==> src/rtl/gate_sweep_ctrl.sv <==
// gate_sweep_ctrl: clocked stimulus sequencer for a 3-input combinational gate.
// Steps {a,b,c} through 000..111, holds each vector for SETTLE cycles, then
// samples y against EXP_TT and accumulates per-vector failures.
//
// Control protocol: start and abort are level inputs sampled on each rising
// edge. start is acted on only in IDLE (and then wins over abort). abort is
// acted on only in DRIVE/SAMPLE. There is no back-pressure; done is a
// one-cycle pulse with no acknowledge.
module gate_sweep_ctrl #(
  parameter int          SETTLE = 5,      // legal 1..15
  parameter logic [7:0]  EXP_TT = 8'hFE   // bit i = expected y for {a,b,c} == i
) (
  input  logic       clk,
  input  logic       rst,
  input  logic       start,
  input  logic       abort,
  input  logic       y,
  output logic       a,
  output logic       b,
  output logic       c,
  output logic [2:0] vec_idx,
  output logic       busy,
  output logic       done,
  output logic       pass,
  output logic [3:0] err_cnt,
  output logic [7:0] fail_vec
);

  typedef enum logic [1:0] {
    IDLE   = 2'd0,
    DRIVE  = 2'd1,
    SAMPLE = 2'd2,
    DONE   = 2'd3
  } state_t;

  localparam logic [3:0] SETTLE_LAST = 4'(SETTLE - 1);

  // state is kept as a named register so checkers can bind to it directly
  state_t     state, state_d;
  logic [3:0] cnt_q, cnt_d;
  logic [2:0] vec_q, vec_d;
  logic [3:0] err_q, err_d;
  logic [7:0] fail_q, fail_d;
  logic       pass_q, pass_d;
  logic       mismatch;

  // y compared against the expected truth-table bit of the current vector
  always_comb begin
    mismatch = (y != EXP_TT[vec_q]);
  end

  // next-state and datapath updates; every variable defaults to hold
  always_comb begin
    state_d = state;
    cnt_d   = cnt_q;
    vec_d   = vec_q;
    err_d   = err_q;
    fail_d  = fail_q;
    pass_d  = pass_q;
    case (state)
      IDLE: begin
        if (start) begin
          state_d = DRIVE;
          cnt_d   = 4'd0;
          vec_d   = 3'd0;
          err_d   = 4'd0;
          fail_d  = 8'h00;
          pass_d  = 1'b0;
        end
      end
      DRIVE: begin
        if (abort) begin
          state_d = IDLE;
          vec_d   = 3'd0;
          pass_d  = 1'b0;
        end else if (cnt_q == SETTLE_LAST) begin
          state_d = SAMPLE;
        end else begin
          cnt_d = cnt_q + 4'd1;
        end
      end
      SAMPLE: begin
        if (abort) begin
          // the compare of this cycle is dropped; partial results are kept
          state_d = IDLE;
          vec_d   = 3'd0;
          pass_d  = 1'b0;
        end else begin
          if (mismatch) begin
            fail_d[vec_q] = 1'b1;
            err_d         = err_q + 4'd1;
          end
          if (vec_q == 3'd7) begin
            // pass is settled on entry to DONE so it is valid with the done pulse
            state_d = DONE;
            vec_d   = 3'd0;
            pass_d  = (err_d == 4'd0);
          end else begin
            state_d = DRIVE;
            vec_d   = vec_q + 3'd1;
            cnt_d   = 4'd0;
          end
        end
      end
      DONE: begin
        state_d = IDLE;
      end
      default: begin
        state_d = IDLE;
      end
    endcase
  end

  // state and datapath registers, asynchronously reset
  always_ff @(posedge clk or posedge rst) begin
    if (rst) begin
      state  <= IDLE;
      cnt_q  <= 4'd0;
      vec_q  <= 3'd0;
      err_q  <= 4'd0;
      fail_q <= 8'h00;
      pass_q <= 1'b0;
    end else begin
      state  <= state_d;
      cnt_q  <= cnt_d;
      vec_q  <= vec_d;
      err_q  <= err_d;
      fail_q <= fail_d;
      pass_q <= pass_d;
    end
  end

  // outputs are decoded only from registers, never from inputs
  always_comb begin
    vec_idx  = vec_q;
    {a, b, c} = vec_q;
    busy     = (state == DRIVE) || (state == SAMPLE);
    done     = (state == DONE);
    pass     = pass_q;
    err_cnt  = err_q;
    fail_vec = fail_q;
  end

endmodule

==> config.mk <==
export PLATFORM = sky130hd
export DESIGN_NAME = gate_sweep_ctrl
export DESIGN_NICKNAME = d
export VERILOG_FILES = /design/src/rtl/gate_sweep_ctrl.sv
export SDC_FILE = /design/constraint.sdc
export NUM_CORES = 1
export LEC_CHECK = 0
export CAP_MARGIN = 5
export CORE_MARGIN = 5
export CORE_UTILIZATION = 54
export DETAILED_ROUTE_END_ITERATION = 7
export GPL_TIMING_DRIVEN = 1
export HOLD_SLACK_MARGIN = 0.03
export PLACE_DENSITY_LB_ADDON = 0.12
export SLEW_MARGIN = 30
export SYNTH_ARGS = -nofsm -noshare
export SYNTH_HDL_FRONTEND = slang
export SYNTH_SLANG_ARGS = --single-unit
==> constraint.sdc <==
create_clock -name clk -period 3.2 [get_ports clk]
set_input_delay 0.32 -clock clk [delete_from_list [all_inputs] [get_ports clk]]
set_output_delay 0.32 -clock clk [all_outputs]
set_load 0.01 [all_outputs]
Yosys cells after proc, flatten, opt, wreduce, memory -nomap -nowiden
Memories as Yosys holds them, arrays and structs flattened.
Index checks and enable logic that the tools add are counted.
{"block": "totals", "reg_bits": 22, "inputBits": 5, "out_inout_bits": 21, "memories": 1, "mem_bits_ro": 8, "elab_cells": 74}
{"block": "classes", "mux": 34, "n_eq_ne": 15, "order_cmp": 2, "add_sub_neg": 3, "reduce_logical": 12, "bitwise": 1}
{"name": "(name not given)", "words": 8, "width": 1, "rd": 1, "rd_ports_with_merged_regs": 0, "write_ports": 0, "line": "49", "text": "mismatch = (y != EXP_TT[vec_q]);"}
{"cell": "2-to-1 mux 4 bit", "n": 9}
{"cell": "2-to-1 mux 8 bit", "n": 3}
{"cell": "case mux 8 bit (2 select lines)", "n": 1}
{"cell": "inequality test 2 bit (second input constant)", "n": 7}
{"cell": "2-to-1 mux 3 bit", "n": 4}
{"cell": "case mux 4 bit (3 select lines)", "n": 1}
{"cell": "2-to-1 mux 2 bit", "n": 5}
{"cell": "case mux 3 bit (3 select lines)", "n": 1}
{"cell": "adder 4 x 1 -> 4 bit (second input constant)", "n": 2}
{"cell": "OR 8 bit", "n": 1}
{"cell": "case mux 2 bit (4 select lines)", "n": 1}
{"cell": "case mux 4 bit (2 select lines)", "n": 1}
{"cell": "AND reduction 4 bit", "n": 2}
{"cell": "2-to-1 mux 1 bit", "n": 6}
{"cell": "inequality test 3 bit (second input constant)", "n": 2}
{"cell": "AND reduction 3 bit", "n": 2}
{"cell": "AND reduction 6 bit", "n": 1}
{"cell": "equality test 2 bit (second input constant)", "n": 2}
{"cell": "equality test 4 x 3 -> 1 bit (second input constant)", "n": 1}
{"cell": "logical NOT 4 bit", "n": 1}
{"cell": "less-than comparator 3 x 4 -> 1 bit (second input constant)", "n": 1}
{"cell": "adder 3 x 1 -> 3 bit (second input constant)", "n": 1}
{"cell": "demux 1 bit (select 3 bit)", "n": 1}
{"cell": "equality test 3 bit (second input constant)", "n": 1}
{"cell": "other kinds (10)", "n": 10}

Longest topological paths before layout
{"block": "logic_depth", "word_depth": 10, "ltp_mapped": 8, "mapped_depth_nobuf": 7}

Least setup slack after synthesis
Ideal clock, no wire load.
{"block": "synth_path", "path_kind": "reg2reg", "start": "reg vec_q[0] (netlist: vec_idx[0])", "end": "reg fail_q[3] (netlist: fail_vec[3])", "setup_ps": 121, "stages_incl_launch_ff": 9, "synth_period_minus_slack_ps": 1917, "path_slack_ps": 1283, "t_required_ps": 3079, "path_buffers": 1, "arrival_time_ps": 1796, "path_cell_list": "dfrtp_1 inv_1 ha_1 nor2b_2 xnor2_2 and3_1 buf_6 and2_4 a32o_2"}
{"block": "synth_between", "elab_chain_cells": 8, "elab_cells_between_ends": 14, "cone_classes": "2 x order compare; 2 x eq/ne; 6 x mux; 1 x bitwise; 2 x reduce/logical; 1 x memory"}
{"item": "start, declared", "line": "41", "text": "logic [2:0] vec_q, vec_d;"}
{"item": "start signal, assigned", "line": "126", "text": "vec_q <= vec_d;"}
{"item": "less-than comparator 3 x 4 -> 1 bit (not written as such) or greater-or-equal comparator 3 x 1 -> 1 bit (tied branches)", "line": "90", "text": "fail_d[vec_q] = 1'b1;"}
{"item": "logical AND 1 bit (not written as such)", "line": "90"}
{"item": "2-to-1 mux 1 bit (not written as such)", "line": "90"}
{"item": "demux 1 bit (select 3 bit)", "line": "90"}
{"item": "OR 8 bit (no source line)"}
{"item": "2-to-1 mux 8 bit", "line": "89", "text": "if (mismatch) begin"}
{"item": "2-to-1 mux 8 bit", "line": "83", "text": "if (abort) begin"}
{"item": "case mux 8 bit (2 select lines)", "line": "60", "text": "case (state)"}
{"item": "end signal, assigned", "line": "128", "text": "fail_q <= fail_d;"}
{"item": "end, declared", "line": "43", "text": "logic [7:0] fail_q, fail_d;"}
Parallel ways exist; a longest one is shown, timed or not. The select of a mux whose other input is x is not followed.
A chain may end at the register's enable or synchronous reset.

Worst setup path in the final report
Same ends and word-level chain as after synthesis.

==> run metrics <==
final wirelength=between 2000 and 3000 µm; Post CTS Setup Buffer Count=0; HP Class=in -> async; placed cells=roughly 190; WS Path Type=reg -> reg; vias per cell=5.757; Mapped Area=approximately 0.0013 mm²; FF-to-FF End=fail_vec[3]; worst-path fanout max=9; Final Critical Period=2.127 ns; Area contributors post-synth=dfrtp_1 43%, ha_1 12%, o21ai_0 5.8%; # IOs=26; CTS tree=yes; unrepaired setup endpoints after global routing=false; Crit path buffers/inverters=1; vias in the first global route=approximately 1.1k; post-route cell area=0.001593 mm²; reg2reg start=vec_idx[0]; Clock Skews=0.01265 ns; GRT Residual Overflow=0; Synth cell types=32; Final Hold Viols=0; starting density of the core=57.16%; Slew Viols, Final=0; count leader, synth=dfrtp_1; post-synthesis sequential area ratio=42.72%; overall routing resource usage=18.20%; measured slew at the worst slew-check pin=between 0.7 and 0.8 ns; status=completed; Die Area=about 0.0035 mm²; YS warnings=0; r2r setup slk=1.07 ns; htree depth=1; endpoint class of the critical path=flip-flop; Min Hold Slack=0.3389 ns; Clock Path Buffers=2; Synthesized Nets=153; commonest cells in the netlist=22 x dfrtp_1, 15 x nand2_1, 15 x o21ai_0; DRT antenna net count=0; Util after Layout=70.64%; Most used DFF post-synth=dfrtp_1; Final Instance Count excl. Fillers=189; die height=between 50 and 60 µm; crit start category=flip-flop; Reg2Reg Depth=7; Crit path required time=3.47 ns; Detailed Routing Iterations Pass 1=5; final-stage net count=between 150 and 200; CTS resizes=0; LEAKAGE=0.7434 nW; total number of vias=1088; Sink Count=22; CTS Buf Count=3; CP arrival=2.39 ns; VDD IR-drop max=519.4 µV; Mapped Cells=136; area delta synth->final=23.59%; TNS Setup=0 ns; core area=0.002255 mm²; DP Worst Slack=about 1.1 ns; Total Power=around 1 mW; ys async rst share=100.0%; FF+latch count, synth=22; hold_buf cts=0; CP peak stage delay=0.55 ns; Starting DRT DRC Count=29; Site Rows=17; Relative slew margins=47.46%; HPWL Detailed=approximately 2100 µm; maximum clock frequency=470.1 MHz; cell family with most CP delay=simple AND/OR/NAND/NOR gates; final period utilization=between 60% and 70%; max-cap viol count=0; largest area contributor in the netlist=dfrtp_1; pin count of the biggest net entering global routing=23; CTS clock-pin slew for the worst setup and hold paths=0.14 ns; top-area cell type share of the netlist area=42.72%; final setup margin=between 1 and 1.5 ns; Placer Congestion=0.8172; worst path cell trace=inv_1, ha_1, nor2b_2, xnor2_2, and3_1, and2_4, a32o_2; EDFF count, synth=0; Critical-path top delay cell=dfrtp_1; initial antenna violation count=0; global-route wire length before repair=around 4800 µm; DRC violations left=0; Port Buffers=25; Die Wd=58.85 µm; WL per Instance=14.92 µm; Worst-Skew Late Latency=0.31 ns; Avg Cell Area, Syn=9.476 µm²; final setup fails=0; DP Area=0.001540 mm²; root buf cell=clkbuf_4; Inserted Diodes=0; pwr dens=625.9 mW/mm²; layout cells sized above 1=6.832%
sequential cells by signal, indices dropped and copies added, names as in the netlist:
name      count
cnt_q         4
err_cnt       4
fail_vec      8
pass          1
state         2
vec_idx       3
worst reg2reg max path, cell delays in order (launching register included):
cell and delay [ns]:
dfrtp_1 0.55, inv_1 0.13, ha_1 0.20, nor2b_2 0.16, xnor2_2 0.28, and3_1 0.38
and2_4 0.22, a32o_2 0.16
logic make-up after synthesis:
| family | synth area share, % |
|---|---|
| fa+ha+maj | 11.65 |
| simple gates | 17.67 |
| buf+inv | 6.408 |
| xor+xnor | 1.942 |
| compound gates | 18.06 |
| flops | 42.72 |
| mux | 1.553 |
report_power, final:
| part | switching (mW) | internal, mW |
|---|---|---|
| clock | 0.0887 | 0.127 |
| sequential | 0.0419 | 0.311 |
| combinational | 0.249 | 0.179 |
| total | 0.380 | 0.617 |
placed cells by master, fill, tap and decap left out, drive strengths merged:
| cell type | netlist | layout |
|---|---|---|
| a211oi | 1 | 1 |
| o31ai | 2 | 2 |
| o22ai | 1 | 1 |
| nor2b | 5 | 5 |
| a2bb2oi | 1 | 1 |
| a32o | 4 | 4 |
| a22o | 4 | 4 |
| xnor2 | 2 | 2 |
| a21oi | 5 | 5 |
| a31oi | 1 | 1 |
| and3 | 2 | 2 |
| clkinv | 0 | 1 |
| nor2 | 8 | 8 |
| bufinv | 0 | 1 |
| and2 | 2 | 2 |
| dfrtp | 22 | 22 |
| o211a | 1 | 1 |
| mux2i | 2 | 2 |
| clkbuf | 0 | 3 |
| nand2b | 2 | 2 |
| o21ai | 15 | 15 |
| nand2 | 15 | 15 |
| nand3 | 6 | 6 |
| ha | 12 | 12 |
| nor3 | 3 | 3 |
| inv | 13 | 12 |
| nand4 | 2 | 2 |
| clkdlybuf4s50 | 0 | 25 |
| and4 | 1 | 1 |
worst max-delay path by stage:
stage                     cells after the start       start  slack, ns           to
after floorplan                               8  vec_idx[0]       1.28  fail_vec[3]
after global placement                        7  vec_idx[0]       1.22  fail_vec[3]
after detailed placement                      7  vec_idx[0]       1.14  fail_vec[3]
after CTS                                     7  vec_idx[0]       1.10  fail_vec[3]
after global routing                          6    state[0]       0.95  fail_vec[3]
final                                         7  vec_idx[0]       1.07  fail_vec[3]
layer usage:
layer	vias to the layer above	part of all wire [%]	global-route usage (%)
li1	526	-	-
met1	537	43	21.38
met2	19	52	31.86
met3	6	3.1	3.070
met4	0	2.0	8.738
met5	-	0	0
cell type report:
type	count	area (µm²)
clock inverters	1	30.03
multi-input cells	97	655.6
repair buffers	25	250.2
clock buffers	3	22.52
flip-flops and latches	22	550.5
fillers	179	661.9
inverters	13	48.80
well taps	28	35.03
(Power assumes the default switching activity.)
==> edit 1: new RTL, same flow settings <==
Reset style: synchronous (`rst`), changed in one clocked block. Comments in the files are not updated.
--- a/src/rtl/gate_sweep_ctrl.sv
+++ b/src/rtl/gate_sweep_ctrl.sv
@@ -112,7 +112,7 @@
   end
 
   // state and datapath registers, asynchronously reset
-  always_ff @(posedge clk or posedge rst) begin
+  always_ff @(posedge clk) begin
     if (rst) begin
       state  <= IDLE;
       cnt_q  <= 4'd0;
Behaviour: differs if rst is asserted again (counterexample within 4 cycles, from zero or initial values and one cycle with rst high); with rst held inactive, the same outputs for 10 cycles.
==> edit 1 against the unedited design <==
Hold slack improved by 140 ps; die area grew 3.5%; wire length grew 8.5%; fmax is 11% higher; design area is 0.79% higher; area after synthesis grew 4.3%; sequential cell count increased by 1; setup slack gained 200 ps.
Power is not compared: it rests on default switching activity, and its combinational part moved more than twofold at a synthesized area within 25%.
==> edit 1: results (changes against the unedited design) <==
metric,value,unit,change
Synth Area in Compound Gates,21.2,%,was 18.1%
WL final,3060,µm,was 2820 µm
Crit path largest cell delay,530,ps,was 550 ps
gr usage total,18.6,%,was 18.2%
placed wire-length estimate,2240,µm,was 2150 µm
placed cell count,209,,was 185
Layout area overhead,19.5,%,was 23.6%
"CP delay by family, top",buffers and inverters,,was simple AND/OR/NAND/NOR gates
largest net degree at the start of global routing,18,,was 23
multiplexer area fraction after synthesis,0.838,%,was 1.55%
Synth Instances,162,,was 136
Final Cycle Share,60.1,%,was 66.5%
Reg-to-Reg End,cnt_q[0],,was fail_vec[3]
first-pass GRT wire length,5220,µm,was 4800 µm
slowest cell on the critical path,clkdlybuf4s50_1,,was dfrtp_1
vias in the first global route,1132,,was 1073
worst slew pin tran,626,ps,was 783 ps
Hold Worst Slack,483,ps,was 339 ps
HP Class,register to register,,was primary input to asynchronous set/reset pin
Synth warnings,0,,unchanged
Fill cells,232,,was 179
worst r2r src,vec_idx[0],,unchanged
synth unique cells,38,,was 32
"top cells by area, synth","dfxtp_1, ha_1, nand2_1",,"was dfrtp_1, ha_1, o21ai_0"
Final nets,198,,was 179
commonest cells in the netlist,"dfxtp_1, nand2_1, nor2_1",,"was dfrtp_1, nand2_1, o21ai_0"
routability cong.,0.886,,was 0.817
Async SR Flop Fraction,0,%,was 100%
layout cell share with drive strength beyond 1,6.56,%,was 6.83%
Avg WL per Cell,14.4,µm,was 14.9 µm
Worst EP arrival,1600,ps,was 2390 ps
status,finished clean,,unchanged
Area after DPL,0.00158,mm²,was 0.00154 mm²
Hold Path Origin,fail_vec[0],,
Worst Skew,3.12,ps,was 12.6 ps
syn_nets,176,,was 153
Worst Path Max Fanout,3,,was 9
worst reg2reg path depth,6,,was 7
Synth Area in XOR/XNOR,1.86,%,was 1.94%
sequential cell area fraction in the yosys report,34.3,%,was 42.7%
adder-cell share of the synthesized area,8.38,%,was 11.7%
initial drt markers,59,,was 29
[edit 1: cell count changes after synthesis, moves of 5 or more]
| cell | before | now |
|---|---|---|
| dfxtp_1 | 0 | 23 |
| dfrtp_1 | 22 | 0 |
| o21ai_0 | 15 | 6 |
| inv_1 | 13 | 6 |
| a31oi_1 | 1 | 7 |
| nor2_1 | 8 | 14 |
| a21oi_1 | 5 | 10 |
| a41oi_1 | 0 | 5 |
[edit 1: layout make-up]
type	count	share of cell area, %
repair buffers	25	15.6
well taps	30	2.34
clock inverters	1	0.312
inverters	6	1.40
clock buffers	3	1.40
flip-flops and latches	23	28.7
multi-input cells	125	50.3
[edit 1: worst max path at each step]
| stage | startpoint | to | cells past startpoint |
|---|---|---|---|
| final | state[0] | busy | 3 |
| after global routing | state[1] | busy | 3 |
| after CTS | state[0] | busy | 3 |
| after detailed placement | abort | pass | 5 |
| after global placement | abort | pass | 5 |
| after floorplan | vec_idx[0] | cnt_q[1] | 6 |
[edit 1: power by group through the flow]
stage	registers [mW]	logic, mW	clock network [mW]
finish	0.296	0.0846	0.143
global route	0.297	0.0936	0.154
CTS	0.296	0.0844	0.145
detailed placement	0.302	0.0837	0
global placement	0.302	0.0814	0
floorplan	0.302	0.0607	0
[edit 1: routing by layer]
layer / vias to the layer above / wire [µm] / global-route usage, %
met5: - / 0 / 0
met4: 0 / 40 / 6.01
met3: 5 / 133 / 2.81
met2: 18 / 1430 / 30.9
met1: 585 / 1450 / 24.4
li1: 634 / - / -
[edit 1: worst reg2reg max path, stage by stage (launching register included)]
cell,delay [ps]
dfxtp_1,440
ha_1,230
ha_1,230
o21ai_0,220
and3_1,280
nand4_1,110
a31oi_1,220
==> edit 2: new RTL, same settings <==
Made on the original files. Set the parameter `EXP_TT` to 8'hBE (it was 8'hFE).
--- a/src/rtl/gate_sweep_ctrl.sv
+++ b/src/rtl/gate_sweep_ctrl.sv
@@ -8,7 +8,7 @@
 // one-cycle pulse with no acknowledge.
 module gate_sweep_ctrl #(
   parameter int          SETTLE = 5,      // legal 1..15
-  parameter logic [7:0]  EXP_TT = 8'hFE   // bit i = expected y for {a,b,c} == i
+  parameter logic [7:0]  EXP_TT = 8'hBE   // bit i = expected y for {a,b,c} == i
 ) (
   input  logic       clk,
   input  logic       rst,
Check against the original RTL: no difference found for any inputs over 10 cycles, from zero or initial values and one cycle with rst high; that may be too few to reach the edited logic, so the function may still have changed.
==> edit 2 against the unedited design <==
Area after synthesis increased by 7.5%; critical endpoint is now pass; design area increased by 6.2%; power down 3.6%; sequential cell count is the same; utilization decreased by 1.7 points; fmax fell by 1.8%; wire length increased by 7.0%; setup slack lost 38 ps; clock skew fell by 9.8 ps.
==> edit 2: results (changes against the unedited design) <==
metric,value,unit,change
routability cong.,0.829,,was 0.817
synth unique cells,37,,was 32
Hold Worst Slack,470,ps,was 339 ps
"top cells by area, synth","dfrtp_1, ha_1, mux2i_1",,"was dfrtp_1, ha_1, o21ai_0"
Final nets,184,,was 179
Worst Path Max Fanout,9,,unchanged
worst vdd rail ir drop,0.355,mV,was 0.519 mV
placed wire-length estimate,2270,µm,was 2150 µm
layout cell share with drive strength beyond 1,4.24,%,was 6.83%
Worst EP arrival,2400,ps,
commonest cells in the netlist,"dfrtp_1, ha_1, nand2_1",,"was dfrtp_1, nand2_1, o21ai_0"
Reg2Reg Setup Slack,1030,ps,was 1070 ps
"CP delay by family, top",flip-flops,,was simple AND/OR/NAND/NOR gates
sequential cell area fraction in the yosys report,39.7,%,was 42.7%
status,finished clean,,unchanged
Crit path largest cell delay,520,ps,was 550 ps
postcts setup bufs,0,,unchanged
Leak Pwr,0.749,nW,was 0.743 nW
post-place setup slack,1050,ps,was 1140 ps
switching share of total power,37.0,%,was 38.1%
Fill cells,187,,was 179
initial drt markers,33,,was 29
post-layout minimum cycle time,2170,ps,was 2130 ps
Avg WL per Cell,15.5,µm,was 14.9 µm
Clock transition at path regs,120,ps,was 140 ps
DRT Pass-1 Iters,4,,was 5
Vias,1156,,was 1088
first-pass GRT wire length,5060,µm,was 4800 µm
vias in the first global route,1114,,was 1073
Critical path destination,pass,,was fail_vec[3]
Layout area overhead,22.1,%,was 23.6%
worst reg2reg path depth,6,,was 7
Worst slew margin,43.0,%,was 47.5%
worst r2r src,vec_idx[1],,was vec_idx[0]
Worst Skew,2.89,ps,was 12.6 ps
syn_nets,160,,was 153
gr usage total,18.1,%,was 18.2%
HP Class,primary input to asynchronous set/reset pin,,unchanged
[edit 2: worst reg2reg max path, delay by kind of cell, from the launching register on]
| family | cells | cell delay [ps] |
|---|---|---|
| simple gates | 1 | 440 |
| fa+ha+maj | 1 | 240 |
| flops | 1 | 520 |
| buf+inv | 1 | 170 |
| xor+xnor | 1 | 210 |
| compound gates | 1 | 180 |
| mux | 1 | 320 |
[edit 2: stage by stage]
stage	cell area (µm²)	instances	power (mW)
finish	1690	195	0.961
global route	1690	195	1.03
CTS	1690	195	0.970
floorplan	1390	142	0.629
global placement	1640	191	0.740
detailed placement	1640	191	0.754
[edit 2: cell type report]
| class | count | area (µm²) | share of cell area (%) |
|---|---|---|---|
| sequential | 22 | 551 | 32.5 |
| multi-input combinational | 104 | 763 | 45.1 |
| clock buffer | 3 | 22.5 | 1.33 |
| tap | 30 | 37.5 | 2.22 |
| clock inverter | 1 | 30.0 | 1.78 |
| inverter | 10 | 37.5 | 2.22 |
| timing repair buffer | 25 | 250 | 14.8 |
[edit 2: metal layers]
layer | GRT usage [%] | share of wire [%]
met1 | 25.2 | 47
met2 | 28.9 | 46
met3 | 3.19 | 4.7
met4 | 5.57 | 1.9
met5 | 0 | 0
[edit 2: cells by family after synthesis]
group / count (synthesis) / synth area share [%]
flops: 22 / 39.7
fa+ha+maj: 13 / 11.7
xor+xnor: 2 / 1.26
mux: 7 / 5.33
simple gates: 48 / 19.1
buf+inv: 16 / 5.15
compound gates: 34 / 17.7
[edit 2: power groups by stage]
stage               sequential [mW]  clock [mW]  combinational (mW)
finish                        0.353       0.214               0.394
global route                  0.360       0.231               0.444
CTS                           0.353       0.219               0.397
detailed placement            0.359           0               0.395
global placement              0.354           0               0.386
floorplan                     0.354           0               0.276
